## config.mk

```make
export PLATFORM = sky130hd
export DESIGN_NAME = sd_otf_converter_flat
export DESIGN_NICKNAME = d
export VERILOG_FILES = /design/src/rtl/sd_pkg.sv /design/src/rtl/sd_otf_converter_if.sv /design/src/rtl/sd_otf_converter_digit_update.sv /design/src/rtl/sd_otf_converter.sv /design/src/flat_wrapper.sv
export SDC_FILE = /design/constraint.sdc
export NUM_CORES = 1
export LEC_CHECK = 0
export CAP_MARGIN = 20
export CORE_MARGIN = 3
export CORE_UTILIZATION = 35
export DETAILED_ROUTE_END_ITERATION = 7
export DONT_BUFFER_PORTS = 1
export PLACE_DENSITY = 0.49
export RECOVER_POWER = 100
export SLEW_MARGIN = 5
export SYNTH_ARGS = -nofsm -noshare
export SYNTH_HDL_FRONTEND = slang
export SYNTH_HIERARCHICAL = 1
export SYNTH_SLANG_ARGS = --single-unit
export TNS_END_PERCENT = 20
```

## constraint.sdc

```tcl
create_clock -name clk -period 3.8 [get_ports clk]
set_input_delay 0.38 -clock clk [delete_from_list [all_inputs] [get_ports clk]]
set_output_delay 0.38 -clock clk [all_outputs]
set_load 0.01 [all_outputs]
```

## src/rtl/sd_pkg.sv

```systemverilog
// Shared definitions for the signed-digit on-the-fly converter.
// Optional feature macro: SD_CONV_ZERO_EN (adds the out_zero result flag).
package sd_pkg;

  // Borrow-save digit codes, {plus, minus}; 2'b11 also decodes to zero.
  localparam logic [1:0] SD_POS  = 2'b10;
  localparam logic [1:0] SD_NEG  = 2'b01;
  localparam logic [1:0] SD_ZERO = 2'b00;

  typedef enum logic {
    ACC  = 1'b0,
    DONE = 1'b1
  } state_t;

  // Returns {is_pos, is_neg}; both low for either zero code.
  function automatic logic [1:0] sd_decode(input logic [1:0] code);
    sd_decode = {code == SD_POS, code == SD_NEG};
  endfunction

endpackage

```

## src/rtl/sd_otf_converter_if.sv

```systemverilog
// Digit-in / result-out handshake bundle for sd_otf_converter.
// Optional feature macro: SD_CONV_ZERO_EN (adds out_zero).
interface sd_otf_converter_if #(
  parameter int unsigned DIGITS = 16
);

  logic            in_valid;
  logic            in_ready;
  logic            d_plus;
  logic            d_minus;
  logic            out_valid;
  logic            out_ready;
  logic [DIGITS:0] out_q;
`ifdef SD_CONV_ZERO_EN
  logic            out_zero;
`endif

  modport master (
    output in_valid, d_plus, d_minus, out_ready,
`ifdef SD_CONV_ZERO_EN
    input  out_zero,
`endif
    input  in_ready, out_valid, out_q
  );

  modport slave (
    input  in_valid, d_plus, d_minus, out_ready,
`ifdef SD_CONV_ZERO_EN
    output out_zero,
`endif
    output in_ready, out_valid, out_q
  );

endinterface

```

## src/rtl/sd_otf_converter_digit_update.sv

```systemverilog
// One on-the-fly conversion step: appends a digit to the Q/QM pair.
module otfc_digit_update #(
  parameter int unsigned W = 17
) (
  input  logic [W-1:0] i_q,
  input  logic [W-1:0] i_qm,
  input  logic         i_pos,
  input  logic         i_neg,
  output logic [W-1:0] o_q,
  output logic [W-1:0] o_qm
);

  // Select source register and appended bit; the MSB shifted out is a sign copy.
  always_comb begin
    o_q  = {i_q[W-2:0], 1'b0};
    o_qm = {i_qm[W-2:0], 1'b1};
    if (i_pos) begin
      o_q  = {i_q[W-2:0], 1'b1};
      o_qm = {i_q[W-2:0], 1'b0};
    end else if (i_neg) begin
      o_q  = {i_qm[W-2:0], 1'b1};
      o_qm = {i_qm[W-2:0], 1'b0};
    end
  end

endmodule

```

## src/rtl/sd_otf_converter.sv

```systemverilog
// Serial on-the-fly converter: MSD-first borrow-save digits to a
// two's-complement fraction of DIGITS bits plus sign.
// Optional feature macro: SD_CONV_ZERO_EN (registered out_zero flag).
module sd_otf_converter
  import sd_pkg::*;
#(
  parameter int unsigned DIGITS = 16
) (
  input  logic                clk,
  input  logic                rst,
  sd_otf_converter_if.slave   bus
);

  localparam int unsigned W     = DIGITS + 1;
  localparam int unsigned CNT_W = $clog2(DIGITS + 1);

  state_t           r_state;
  state_t           w_state_nxt;
  logic [W-1:0]     r_q;
  logic [W-1:0]     r_qm;
  logic [W-1:0]     w_q_upd;
  logic [W-1:0]     w_qm_upd;
  logic [W-1:0]     w_q_nxt;
  logic [W-1:0]     w_qm_nxt;
  logic [CNT_W-1:0] r_cnt;
  logic [CNT_W-1:0] w_cnt_nxt;
  logic [1:0]       w_dec;
  logic             r_in_ready;
  logic             r_out_valid;

  assign w_dec = sd_decode({bus.d_plus, bus.d_minus});

  otfc_digit_update #(.W(W)) u_digit_update (
    .i_q   (r_q),
    .i_qm  (r_qm),
    .i_pos (w_dec[1]),
    .i_neg (w_dec[0]),
    .o_q   (w_q_upd),
    .o_qm  (w_qm_upd)
  );

  // State register.
  always_ff @(posedge clk) begin
    if (rst) r_state <= ACC;
    else     r_state <= w_state_nxt;
  end

  // Next state and next datapath values.
  always_comb begin
    w_state_nxt = r_state;
    w_q_nxt     = r_q;
    w_qm_nxt    = r_qm;
    w_cnt_nxt   = r_cnt;
    case (r_state)
      ACC: begin
        if (bus.in_valid) begin
          w_q_nxt   = w_q_upd;
          w_qm_nxt  = w_qm_upd;
          w_cnt_nxt = r_cnt + CNT_W'(1);
          if (r_cnt == CNT_W'(DIGITS - 1)) w_state_nxt = DONE;
        end
      end
      DONE: begin
        if (bus.out_ready) begin
          w_state_nxt = ACC;
          w_q_nxt     = '0;
          w_qm_nxt    = '1;
          w_cnt_nxt   = '0;
        end
      end
      default: w_state_nxt = ACC;
    endcase
  end

  // Q/QM pair, digit counter and handshake flags derived from the next state.
  always_ff @(posedge clk) begin
    if (rst) begin
      r_q         <= '0;
      r_qm        <= '1;
      r_cnt       <= '0;
      r_in_ready  <= 1'b1;
      r_out_valid <= 1'b0;
    end else begin
      r_q         <= w_q_nxt;
      r_qm        <= w_qm_nxt;
      r_cnt       <= w_cnt_nxt;
      r_in_ready  <= (w_state_nxt == ACC);
      r_out_valid <= (w_state_nxt == DONE);
    end
  end

  assign bus.in_ready  = r_in_ready;
  assign bus.out_valid = r_out_valid;
  assign bus.out_q     = r_q;

`ifdef SD_CONV_ZERO_EN
  logic r_zero;

  // Zero flag captured on DONE entry, dropped when the result is consumed.
  always_ff @(posedge clk) begin
    if (rst) begin
      r_zero <= 1'b0;
    end else if (r_state == ACC && w_state_nxt == DONE) begin
      r_zero <= (w_q_nxt == '0);
    end else if (w_state_nxt == ACC) begin
      r_zero <= 1'b0;
    end
  end

  assign bus.out_zero = r_zero;
`endif

endmodule

```

## src/flat_wrapper.sv

```systemverilog
// flat-port wrapper written by rule: the top's interface ports become plain ports
module sd_otf_converter_flat import sd_pkg::*;
#(
  parameter int unsigned DIGITS = 16
)
  (clk, rst, bus_in_valid, bus_d_plus, bus_d_minus, bus_out_ready, bus_in_ready, bus_out_valid, bus_out_q);
  sd_otf_converter_if #(.DIGITS(DIGITS)) bus_i ();
  input  logic clk;
  input  logic rst;
  input wire logic [$bits(bus_i.in_valid)-1:0] bus_in_valid;
  input wire logic [$bits(bus_i.d_plus)-1:0] bus_d_plus;
  input wire logic [$bits(bus_i.d_minus)-1:0] bus_d_minus;
  input wire logic [$bits(bus_i.out_ready)-1:0] bus_out_ready;
  output wire logic [$bits(bus_i.in_ready)-1:0] bus_in_ready;
  output wire logic [$bits(bus_i.out_valid)-1:0] bus_out_valid;
  output wire logic [$bits(bus_i.out_q)-1:0] bus_out_q;
  assign bus_i.in_valid = bus_in_valid;
  assign bus_i.d_plus = bus_d_plus;
  assign bus_i.d_minus = bus_d_minus;
  assign bus_i.out_ready = bus_out_ready;
  assign bus_in_ready = bus_i.in_ready;
  assign bus_out_valid = bus_i.out_valid;
  assign bus_out_q = bus_i.out_q;
  sd_otf_converter #(.DIGITS(DIGITS)) u_core (.clk(clk), .rst(rst), .bus(bus_i));
endmodule
```

* Word-level counts from Yosys, hierarchy flattened
Index checks and enable logic that the tools add are counted.
** Cells by class
- Add/subtract/negate cells :: 1
- Multipliers :: 0
- Div/mod/pow operators :: 0
- $lt $le $gt $ge :: 0
- Equal/unequal tests :: 5
- Shift operators :: 0
- Mux-type cells :: 17
- Bitwise logic cells :: 2
- Reduce and logical (&&, ||, !) cells :: 1
** Operator list (count)
- two-way mux 17 bit :: 4
- two-way mux 16 bit :: 3
- one-hot mux 17 bit (2 select lines) :: 1
- one-hot mux 16 bit (2 select lines) :: 1
- two-way mux 5 bit :: 2
- one-hot mux 5 bit (2 select lines) :: 1
- adder 5 x 1 -> 5 bit, second input constant :: 1
- == test 5 x 4 -> 1 bit, second input constant :: 1
- two-way mux 1 bit :: 4
- != test 2 bit, second input constant :: 2
- == test 2 x 1 -> 1 bit, second input constant :: 1
- == test 2 bit, second input constant :: 1
- NOT 1 bit :: 2
- one-hot mux 1 bit (2 select lines) :: 1
- AND reduction 2 bit :: 1
** Storage, ports and cells
- Flip-flop bits (word level) :: 40
- Bits in latches :: 0
- Memory bits (writable) :: 0
- Memory bits (read-only) :: 0
- Bits of input ports :: 6
- Output and inout port bits :: 19
- Word-level logic and storage cells :: 31
- Memories kept :: 0

* Logic depth before layout (Yosys ltp)
Gate-level depths: netlist (run 1).
- Depth in word-level cells :: 5
- Mapped depth :: 8
- Mapped depth without buffers :: 6

* Cells and area by module
Netlist (run 1), hierarchy kept.
** By module, submodules not included
- sd_otf_converter :: instances 1, cells each 131, area each 1425.1 µm², seq. area each 820.8 µm²
- otfc_digit_update :: instances 1, cells each 39, area each 461.7 µm², seq. area each 0.0 µm²

* Worst setup path after synthesis (run 1)
Ideal clock, no wire load.
- Path type :: input-to-reg
- From :: input port bus_d_plus
- To :: register u_core.r_qm[7]
- Setup time :: 0.122 ns
- Arrival time :: 1.505 ns
- Required time :: 3.678 ns
- Path slack :: 2.173 ns
- Cell stages on the path :: 5
- Path buffers :: 2
- Cell sequence :: nor2b_1 -> buf_6 -> buf_2 -> mux2_2 -> a221o_1
** On the way
- Cells in the longest elaborated chain, start to end :: 4
** RTL lines
- start, declared :: RTL line flat_wrapper.sv:11 : input wire logic [$bits(bus_i.d_plus)-1:0] bus_d_plus;
- == test 2 bit :: RTL line sd_pkg.sv:17 : sd_decode = {code == SD_POS, code == SD_NEG};
- two-way mux 16 bit :: RTL line sd_otf_converter_digit_update.sv:17 : if (i_pos) begin
- via u_core.w_qm_upd[7] :: RTL line sd_otf_converter.sv:22 : logic [W-1:0] w_qm_upd;
- two-way mux 16 bit :: RTL line sd_otf_converter.sv:56 : if (bus.in_valid) begin
- one-hot mux 16 bit (2 select lines) :: RTL line sd_otf_converter.sv:54 : case (r_state)
- end signal, assigned :: RTL line sd_otf_converter.sv:85 : r_qm <= w_qm_nxt;
- end, declared :: RTL line sd_otf_converter.sv:20 : logic [W-1:0] r_qm;
The timed path passes the listed nets, and every way through them passes these cells. The select of a mux whose other input is x is not followed.
A chain may end at the register's enable or synchronous reset.

==> results by group, run 1 <==
Worst setup path
  – Critical R2R Capture: u_core/r_cnt[3]
  – R2r setup slk: between 1.5 and 2 ns
  – Startpoint Class: register
  – Worst-path fanout max: 29
  – Reg2Reg Launch Point: u_core/bus.out_valid
  – CP Data Required Time: roughly 4 ns
  – CP endpoint kind: register
  – WP data arrival: 2.40 ns
  – Crit path kind: register to register
  – Worst-case reg-to-reg path depth: 4

Detailed routing
  – Final WL: roughly 3700 um
  – Initial drt markers: 52
  – Number of remaining DRC errors: 0
  – Initial DRT Pass Iterations: 4
  – Via count: 1244
  – Routed Antenna Nets: 0
  – WL/cell: ~16 um
  – Vias per inst: 5.43

STA
  – Worst-margin pin slew: about 1.3 ns
  – Slew margin rel.: around 13%
  – Fin crit period: between 2 and 2.5 ns
  – Final Cycle Share: between 50% and 60%
  – Hold Slack: around 0.15 ns
  – Final Hold Fails: 0
  – Max Fclk: 456 MHz
  – Worst Setup Slack, final: 1.61 ns
  – Unrepaired setup endpoints after global routing: no
  – Setup violators final: 0
  – Final Max Slew Viols: 0
  – Setup_tns: 0 ns
  – Clk_skew: around 0.0050 ns

Synthesis
  – Warnings, synthesis: 6
  – Cells after Synth: 167
  – Mapped cell area: between 0.0015 and 0.002 sq mm
  – Avg Cell Area, Syn: 11.1 sq um
  – Syn nets: ~180

Hold path
  – Critical hold path startpoint: rst
  – Hold Path Sink: u_core/bus.out_q[3]
  – Hold path depth: 1
  – Worst hold path type: primary input to register

Power and ir drop
  – Clock share of power: approximately 35%
  – PwrDens: roughly 450 mW/mm^2
  – Logic pwr share: 11.8%
  – Net Sw Frac: about a quarter
  – Internal power: ~660 uW
  – Psw: 206 uW
  – LEAKAGE: between 0.0007 and 0.0008 uW
  – Seq pwr share: 53.7%
  – Peak VDD IR: 174 uV

GRT
  – Initial antenna violation count: 0
  – Vias in the first global route: between 1000 and 1500
  – Largest net degree at the start of global routing: 30
  – GRT Util Overall: a little over an eighth
  – Overflow after GRT: 0
  – First-pass GRT wire length: between 6000 and 7000 um

Clocking
  – H-tree depth: 2
  – # hold bufs at CTS: 0
  – Clk sink count: 40
  – Post-CTS resize count: 0
  – Clock latency on the worst-skew pair: around 0.29 ns
  – Root buffer cell: clkbuf_8
  – Clock Path Buffers: 2
  – Clock-pin slew on the worst setup and hold paths: 0.07 ns
  – TritonCTS Buffers: 5
  – Post-CTS Setup Bufs: 0
  – TritonCTS clock tree: built

Cells and area
  – Area Growth Syn to Fin: 5.29%
  – Layout cell share with drive strength beyond 1: 26.5%
  – Commonest cells after routing, fill and taps aside: dfxtp_1 (40), nor2_1 (23), mux2_2 (21)
  – Nets: 170
  – Antenna Cells: 0
  – Leading cell type in the layout, fill and taps excluded: dfxtp_1
  – Post-route cell area: between 0.0015 and 0.002 sq mm
  – Final Util: about two fifths

Place
  – HPWL Detailed: around 2300 um
  – Pre-CTS setup slack: roughly 1.5 ns
  – Count of input and output buffers: 0
  – Dpl cell area: about 0.0018 sq mm
  – Final RePlAce weighted congestion: 0.682

Die
  – FP Rows: 25
  – Core Region: between 0.004 and 0.005 sq mm
  – Die ar.: slightly above 0.006 sq mm
  – Die Span Y: a little under 80 um
  – IO Count: 25
  – Die Width: slightly below 80 um
  – Initial core utilization: 37.6%

Status
  – Status: completed

Job
  – Max-Cap Viols: 0
## sequential cells by signal (all words and copies together) (netlist names)
signal / count
u_core/bus.out_valid: 1
u_core/r_cnt: 5
u_core/bus.out_q: 17
u_core/bus.in_ready: 1
u_core/r_qm: 16
## worst max path at each step
stage / startpoint / to / slack (ns) / cells past startpoint
after CTS: bus_d_plus / u_core/bus.out_q[2] / 1.78 / 6
after global placement: bus_d_plus / u_core/bus.out_q[3] / 1.51 / 6
after floorplan: bus_d_plus / u_core/r_qm[7] / 2.18 / 5
after global routing: u_core/bus.out_valid / u_core/r_cnt[3] / 1.34 / 4
after detailed placement: bus_d_plus / u_core/bus.out_q[2] / 1.48 / 6
final: u_core/bus.out_valid / u_core/r_cnt[3] / 1.61 / 4
## final cells by class
type	instances	area, sq um
clock buffer	7	96.3
fill	482	2970
inverter	3	11.3
multi-input combinational	109	925
sequential	40	801
tap	67	83.8
timing repair buffer	3	26.3
## per-layer routing
layer | global-route usage [%] | up-vias | share of wire (%) | wire, um
met5 | 0 | - | 0 | 0
met4 | 4.72 | 0 | 1.6 | 61
met3 | 5.28 | 5 | 5.9 | 221
met2 | 21.1 | 26 | 45 | 1680
met1 | 16.0 | 610 | 48 | 1780
li1 | - | 603 | - | -
## critical path: stages (launching register included)
cell	delay (ns)
dfxtp_1	0.51
mux2i_2	0.24
clkbuf_1	0.98
o21ai_0	0.23
a21oi_1	0.16
## power groups by stage
stage / clock network, uW / registers (uW) / logic [uW]
after global routing: 333 / 471 / 113
after CTS: 315 / 467 / 102
after floorplan: 0 / 470 / 98.3
final: 300 / 467 / 103
after global placement: 0 / 476 / 100
after detailed placement: 0 / 477 / 101
## stage by stage
| step | cells | power (uW) |
|---|---|---|
| after global routing | 229 | 917 |
| after detailed placement | 221 | 578 |
| after floorplan | 167 | 568 |
| final | 229 | 870 |
| after global placement | 221 | 577 |
| after CTS | 228 | 884 |
Note: power is estimated with default switching activity, not from simulation.
==> run 2, diff against run 1 <==
PLACE_DENSITY = 0.51   (was 0.49)
clock period = 1.9 ns   (was 3.8 ns; I/O delays follow)
==> run 2 against run 1 <==
Routed wire length up 5.5%. Clock skew is 0.0034 ns lower. First-iteration DRC count up 50%. Critical endpoint is now u_core/bus.out_q[8]. Sequential share of layout area is 0.60 points lower. Worst setup slack got worse by 1.2 ns. Total power grew 100%. Cell count rose by 2.6%. Global-route usage increased by 0.30 points. Count of clock-buffer cells in the layout increased by 1. Critical path type unchanged. Combinational power increased by 110%.
==> results by group, run 2 (synthesis gave the netlist of run 1 again) <==
Worst setup path
  – Crit path max-delay family: flip-flops
  – Worst-case reg-to-reg path depth: 4 (unchanged)
  – Worst-path fanout max: 17 (-41%)
  – CP Data Required Time: 2.13 ns (-1.88 ns)
  – Buffers & Inverters on Critical Path: 1 (unchanged)
  – Critical-path top delay cell: dfxtp_1
  – Slowest cell delay on critical path: 0.48 ns (-0.50 ns)
  – Crit path kind: register to register
  – CP startpoint: u_core/bus.out_valid
  – Reg2Reg Launch Point: u_core/bus.out_valid
  – Cell count along the critical path: 4 (unchanged)
  – WP data arrival: 1.76 ns (-0.64 ns)
  – CP cell instances: mux2i_1, buf_4, a22oi_1, nor2_1
  – CP endpoint kind: register
  – Startpoint Class: register

STA
  – Clk_skew: 0.00161 ns (-0.00339 ns)
  – Setup_tns: 0 ns (unchanged)
  – Max Fclk: 654 MHz (+43%)
  – Hold Slack: 0.101 ns (-0.0537 ns)
  – Setup violators final: 0 (unchanged)
  – Final Cycle Share: 80.5% (+23 points)
  – Fin crit period: 1.53 ns (-0.664 ns)
  – Final Max Slew Viols: 0 (unchanged)
  – Unrepaired setup endpoints after global routing: no
  – Final Hold Fails: 0 (unchanged)
  – Slew margin rel.: 44.3% (+31 points)
  – Worst-margin pin slew: 0.833 ns (-0.473 ns)

Clocking
  – Clock Path Buffers: 2 (unchanged)
  – Clock latency on the worst-skew pair: 0.30 ns (about the same)
  – Post-CTS resize count: 0 (unchanged)
  – TritonCTS Buffers: 5 (unchanged)
  – Clk sink count: 40 (unchanged)
  – TritonCTS clock tree: built
  – Clock-pin slew on the worst setup and hold paths: 0.07 ns (about the same)
  – H-tree depth: 2 (unchanged)
  – Root buffer cell: clkbuf_8

Place
  – Count of input and output buffers: 0 (unchanged)
  – Final RePlAce weighted congestion: 0.697 (+2.3%)
  – HPWL Detailed: 2470 um (+5.7%)
  – Dpl cell area: 0.00187 sq mm (+1.6%)

Detailed routing
  – Vias per inst: 5.41 (-0.44%)
  – Met1 wire length: 1740 um (-2.4%)
  – Metal3 WL: 244 um (+10%)
  – DR top layer: met4
  – Routed Antenna Nets: 0 (unchanged)
  – Initial DRT Pass Iterations: 4 (unchanged)
  – Number of remaining DRC errors: 0 (unchanged)
  – Final WL: 3940 um (+5.5%)
  – WL/cell: 16.8 um (+2.8%)
  – DR WL met2: 1920 um (+14%)
  – Via count: 1271 (+2.2%)
  – Initial drt markers: 78 (+50%)

GRT
  – Vias in the first global route: 1279 (+0.71%)
  – GRT Util Overall: 13.5% (+0.30 points)
  – Largest net degree at the start of global routing: 27 (-10%)
  – Overflow after GRT: 0 (unchanged)
  – Initial antenna violation count: 0 (unchanged)
  – First-pass GRT wire length: 6490 um (+0.96%)

Power and ir drop
  – LEAKAGE: 0.000737 uW (+2.6%)
  – Peak VDD IR: 274 uV (+58%)
  – PwrDens: 882 mW/mm^2 (+97%)

Job
  – Max-Cap Viols: 0 (unchanged)

Die
  – Initial core utilization: 37.6% (unchanged)
  – IO Count: 25 (unchanged)
  – Die Width: 78.6 um (unchanged)
  – Die Span Y: 78.6 um (unchanged)
  – Die ar.: 0.00618 sq mm (unchanged)
  – Core Region: 0.00491 sq mm (unchanged)
  – FP Rows: 25 (unchanged)

Cells and area
  – Antenna Cells: 0 (unchanged)
  – Post-route cell area: 0.00197 sq mm (+1.5%)
  – Leading cell type in the layout, fill and taps excluded: dfxtp_1
  – Layout cell share with drive strength beyond 1: 26.8% (+0.24 points)
  – Max reg flops: 17 (unchanged)
  – Nets: 175 (+2.9%)
  – Area Growth Syn to Fin: 6.85%
  – Commonest cells after routing, fill and taps aside: dfxtp_1 (40), nor2_1 (23), mux2_2 (21)

Hold path
  – Critical hold path startpoint: bus_in_valid
  – Hold path depth: 2 (+1)
  – Worst hold path type: primary input to register

Status
  – Status: completed
-- run 2: cell count changes in the layout (fill, tap and decap cells not counted) --
cell           change
mux2i_2            -1
clkbuf_2           +1
nor2b_2            -1
clkbuf_1           +1
nor2b_1            +1
mux2i_1            +1
buf_4              +4
dlygate4sd3_1      +1
clkbuf_8           -1
-- run 2: layout make-up --
type	instances	area (sq um)
clock buffers	8	90.1
flip-flops and latches	40	801
well taps	67	83.8
fillers	495	2940
multi-input cells	109	918
inverters	3	11.3
repair buffers	8	67.6
-- run 2: report_power, final --
group / leakage (uW) / internal [uW] / switching [uW]
registers: 0.000329 / 885 / 48.8
clock network: 0.0000455 / 296 / 288
logic: 0.000363 / 124 / 97.1
-- run 2: per-layer routing --
layer,global-route usage (%),up-vias
li1,-,614
met1,15.4,624
met2,22.3,27
met3,5.96,6
met4,4.72,0
met5,0,-
-- run 2: final timing paths --
path | to | slack (ns)
min reg2reg | u_core/r_cnt[3] | 0.50
max reg2reg | u_core/bus.out_q[8] | 0.37
max | u_core/bus.out_q[8] | 0.37
min | u_core/bus.out_valid | 0.10
-- run 2: what timing repair did --
item	CTS	global route
endpoints found under the hold margin	20	0
hold buffers	1	0
setup buffers	0	0
-- run 2: metrics by stage --
stage,util [%],total power (uW),setup slack [ns],instances
after floorplan,-,1140,0.470,167
after global placement,38.0,1160,0.250,225
after detailed placement,38.0,1160,0.192,225
after CTS,40.0,1760,0.168,234
after global routing,40.2,1830,0.207,235
final,40.2,1740,0.370,235
==> run 3, diff against run 2 <==
PLACE_DENSITY = 0.49   (was 0.51)
clock period = 1.45 ns   (was 1.9 ns; I/O delays follow)
==> run 3 against run 2 <==
Global-route usage is 0.26 points lower. Sequential power rose by 31%. Register-to-register slack worse by 0.30 ns. Flip-flop and latch count stayed put. Core utilization is 0.94 points higher. Clock skew rose by 0.0021 ns. Sequential share of layout area shrank 0.87 points. First-iteration DRC count rose by 5.1%. Cell count grew 0.85%. Critical path depth is 1 higher. Worst setup slack worse by 0.30 ns. Routed wire length grew 1.2%. Critical path type unchanged. Largest cell class unchanged.
==> results by group, run 3 (synthesis gave the netlist of run 1 again) <==
STA
  – Final Hold Fails: 0 (unchanged)
  – Slew margin rel.: 45.0% (+0.71 points)
  – Final Max Slew Viols: 0 (unchanged)
  – Unrepaired setup endpoints after global routing: no
  – Max Fclk: 723 MHz (+11%)
  – Setup violators final: 0 (unchanged)
  – Hold Slack: 0.0796 ns (-0.0212 ns)
  – Worst-margin pin slew: 0.823 ns (-0.0106 ns)
  – Final Cycle Share: 95.4% (+15 points)
  – Clk_skew: 0.00367 ns (+0.00206 ns)
  – Fin crit period: 1.38 ns (-0.147 ns)

Detailed routing
  – Metal3 WL: 218 um (-11%)
  – Via count: 1298 (+2.1%)
  – WL/cell: 16.8 um (+0.34%)
  – Initial DRT Pass Iterations: 4 (unchanged)
  – DR top layer: met4
  – Final WL: 3990 um (+1.2%)
  – Initial drt markers: 82 (+5.1%)
  – Routed Antenna Nets: 0 (unchanged)
  – Vias per inst: 5.48 (+1.3%)
  – Met1 wire length: 1860 um (+7.2%)
  – DR WL met2: 1870 um (-2.4%)
  – Number of remaining DRC errors: 0 (unchanged)

Cells and area
  – Layout cell share with drive strength beyond 1: 30.0% (+3.2 points)
  – Max reg flops: 17 (unchanged)
  – Nets: 177 (+1.1%)
  – Area Growth Syn to Fin: 9.36%
  – Leading cell type in the layout, fill and taps excluded: dfxtp_1
  – Antenna Cells: 0 (unchanged)
  – Commonest cells after routing, fill and taps aside: dfxtp_1 (39), nor2_1 (23), mux2_2 (21)
  – Final Util: 41.1% (+0.94 points)
  – Fillers: 504 (+1.8%)

Power and ir drop
  – Internal power: 1720 uW (+31%)
  – Seq pwr share: 53.6% (about the same)
  – LEAKAGE: 0.000759 uW (+2.9%)
  – Clock share of power: 33.5% (about the same)
  – Net Sw Frac: 24.8% (-0.12 points)
  – PwrDens: 1130 mW/mm^2 (+28%)
  – Peak VDD IR: 603 uV (+120%)
  – Logic pwr share: 12.9% (+0.2 points)
  – Psw: 567 uW (+31%)

Place
  – Final RePlAce weighted congestion: 0.701 (+0.52%)
  – Count of input and output buffers: 0 (unchanged)
  – HPWL Detailed: 2520 um (+2.2%)

GRT
  – Overflow after GRT: 0 (unchanged)
  – Vias in the first global route: 1221 (-4.5%)
  – Largest net degree at the start of global routing: 27 (unchanged)
  – GRT Util Overall: 13.2% (-0.26 points)
  – First-pass GRT wire length: 6320 um (-2.6%)
  – Initial antenna violation count: 0 (unchanged)

Die
  – Initial core utilization: 37.6% (unchanged)
  – FP Rows: 25 (unchanged)
  – Die Width: 78.6 um (unchanged)
  – Core Region: 0.00491 sq mm (unchanged)
  – Die Span Y: 78.6 um (unchanged)
  – IO Count: 25 (unchanged)
  – Die ar.: 0.00618 sq mm (unchanged)

Worst setup path
  – Worst-case reg-to-reg path depth: 5 (+1)
  – Critical Path End: u_core/r_cnt[4]
  – Startpoint Class: register
  – Top cell by count, worst path: ha_1
  – Cell count along the critical path: 5 (+1)
  – R2r setup slk: 0.07 ns (-0.30 ns)
  – Buffers & Inverters on Critical Path: 0 (-1)
  – Critical-path top delay cell: dfxtp_1
  – CP endpoint kind: register
  – Slowest cell delay on critical path: 0.34 ns (-0.14 ns)
  – CP cell instances: ha_1, and3_1, ha_1, a2bb2oi_1, nor2_1
  – Critical R2R Capture: u_core/r_cnt[4]
  – WP data arrival: 1.53 ns (-0.23 ns)
  – CP Data Required Time: 1.59 ns (-0.54 ns)
  – Crit path kind: register to register
  – Reg2Reg Launch Point: u_core/r_cnt[0]
  – Worst-path fanout max: 3 (-14)
  – CP startpoint: u_core/r_cnt[0]
  – Crit path max-delay family: adder cells

Hold path
  – Worst hold path type: primary input to register

Clocking
  – Clock Path Buffers: 2 (unchanged)
  – Clock latency on the worst-skew pair: 0.29 ns (about the same)
  – Root buffer cell: clkbuf_8
  – TritonCTS Buffers: 5 (unchanged)
  – Clk sink count: 40 (unchanged)
  – Post-CTS Setup Bufs: 0 (unchanged)
  – TritonCTS clock tree: built
  – H-tree depth: 2 (unchanged)
  – Clock-pin slew on the worst setup and hold paths: 0.07 ns (about the same)

Status
  – Status: completed

Job
  – Max-Cap Viols: 0 (unchanged)
==> run 3: cell types whose count changed in the layout (fill, tap and decap cells not counted) <==
cell      before  now
clkbuf_2       1    0
clkbuf_4       0    1
buf_4          5    7
mux2i_1        2    1
nor2b_1        3    2
buf_12         0    1
buf_8          1    0
dfxtp_1       40   39
dfxtp_2        0    1
mux2i_4        0    1
nand2_1        2    1
nor2b_4        0    1
nand2_2        0    1
==> run 3: worst reg2reg max path, stage by stage (launching register included) <==
cell and delay [ns]:
dfxtp_1 0.34, ha_1 0.23, and3_1 0.20, ha_1 0.27
a2bb2oi_1 0.15, nor2_1 0.05
==> run 3: repair_timing <==
| action | 4_1_cts | 5_1_grt |
|---|---|---|
| endpoints found under the setup margin | 26 | 20 |
| gates resized for setup | 2 | 2 |
| hold buffers | 1 | 0 |
| hold endpoints to repair | 20 | 0 |
==> run 3: how the worst min path moves through the flow <==
stage	from	endpoint	slack [ns]	cells after the start
final	bus_in_valid	u_core/bus.out_valid	0.08	2
after global routing	bus_in_valid	u_core/bus.out_valid	0.09	2
after CTS	bus_in_valid	u_core/bus.out_valid	0.07	2
after detailed placement	rst	u_core/bus.out_q[10]	0.22	1
after global placement	rst	u_core/bus.out_q[5]	0.22	1
after floorplan	bus_in_valid	u_core/bus.out_valid	0.33	2
==> run 3: per-stage QoR <==
step | setup WS [ns] | std cells | TNS, ns | instance area, sq um | total power (uW)
floorplan | 0.0650 | 167 | 0 | 1850 | 1490
global placement | -0.128 | 228 | -2.25 | 1910 | 1530
detailed placement | -0.179 | 228 | -3.57 | 1910 | 1540
CTS | 0.0299 | 237 | 0 | 2020 | 2310
global route | 0.00996 | 237 | 0 | 2020 | 2380
finish | 0.0669 | 237 | 0 | 2020 | 2280
==> run 3: routing by layer <==
layer | up-vias | global-route usage (%)
met2 | 28 | 19.7
met1 | 637 | 17.5
li1 | 628 | -
met4 | 0 | 4.72
met3 | 5 | 4.82
met5 | - | 0
==> run 3: cell type report <==
class | count | area (sq um) | area share, %
multi-input cells | 109 | 941 | 46.6
flip-flops and latches | 40 | 802 | 39.7
clock buffers | 8 | 90.1 | 4.46
repair buffers | 10 | 90.1 | 4.46
well taps | 67 | 83.8 | 4.15
inverters | 3 | 11.3 | 0.558
==> run 3: power by group through the flow <==
stage | Sequential, uW | Clock, uW | Combinational (uW)
final | 1220 | 764 | 295
after global routing | 1230 | 822 | 325
after CTS | 1230 | 779 | 302
after detailed placement | 1250 | 0 | 288
after global placement | 1250 | 0 | 281
after floorplan | 1230 | 0 | 258
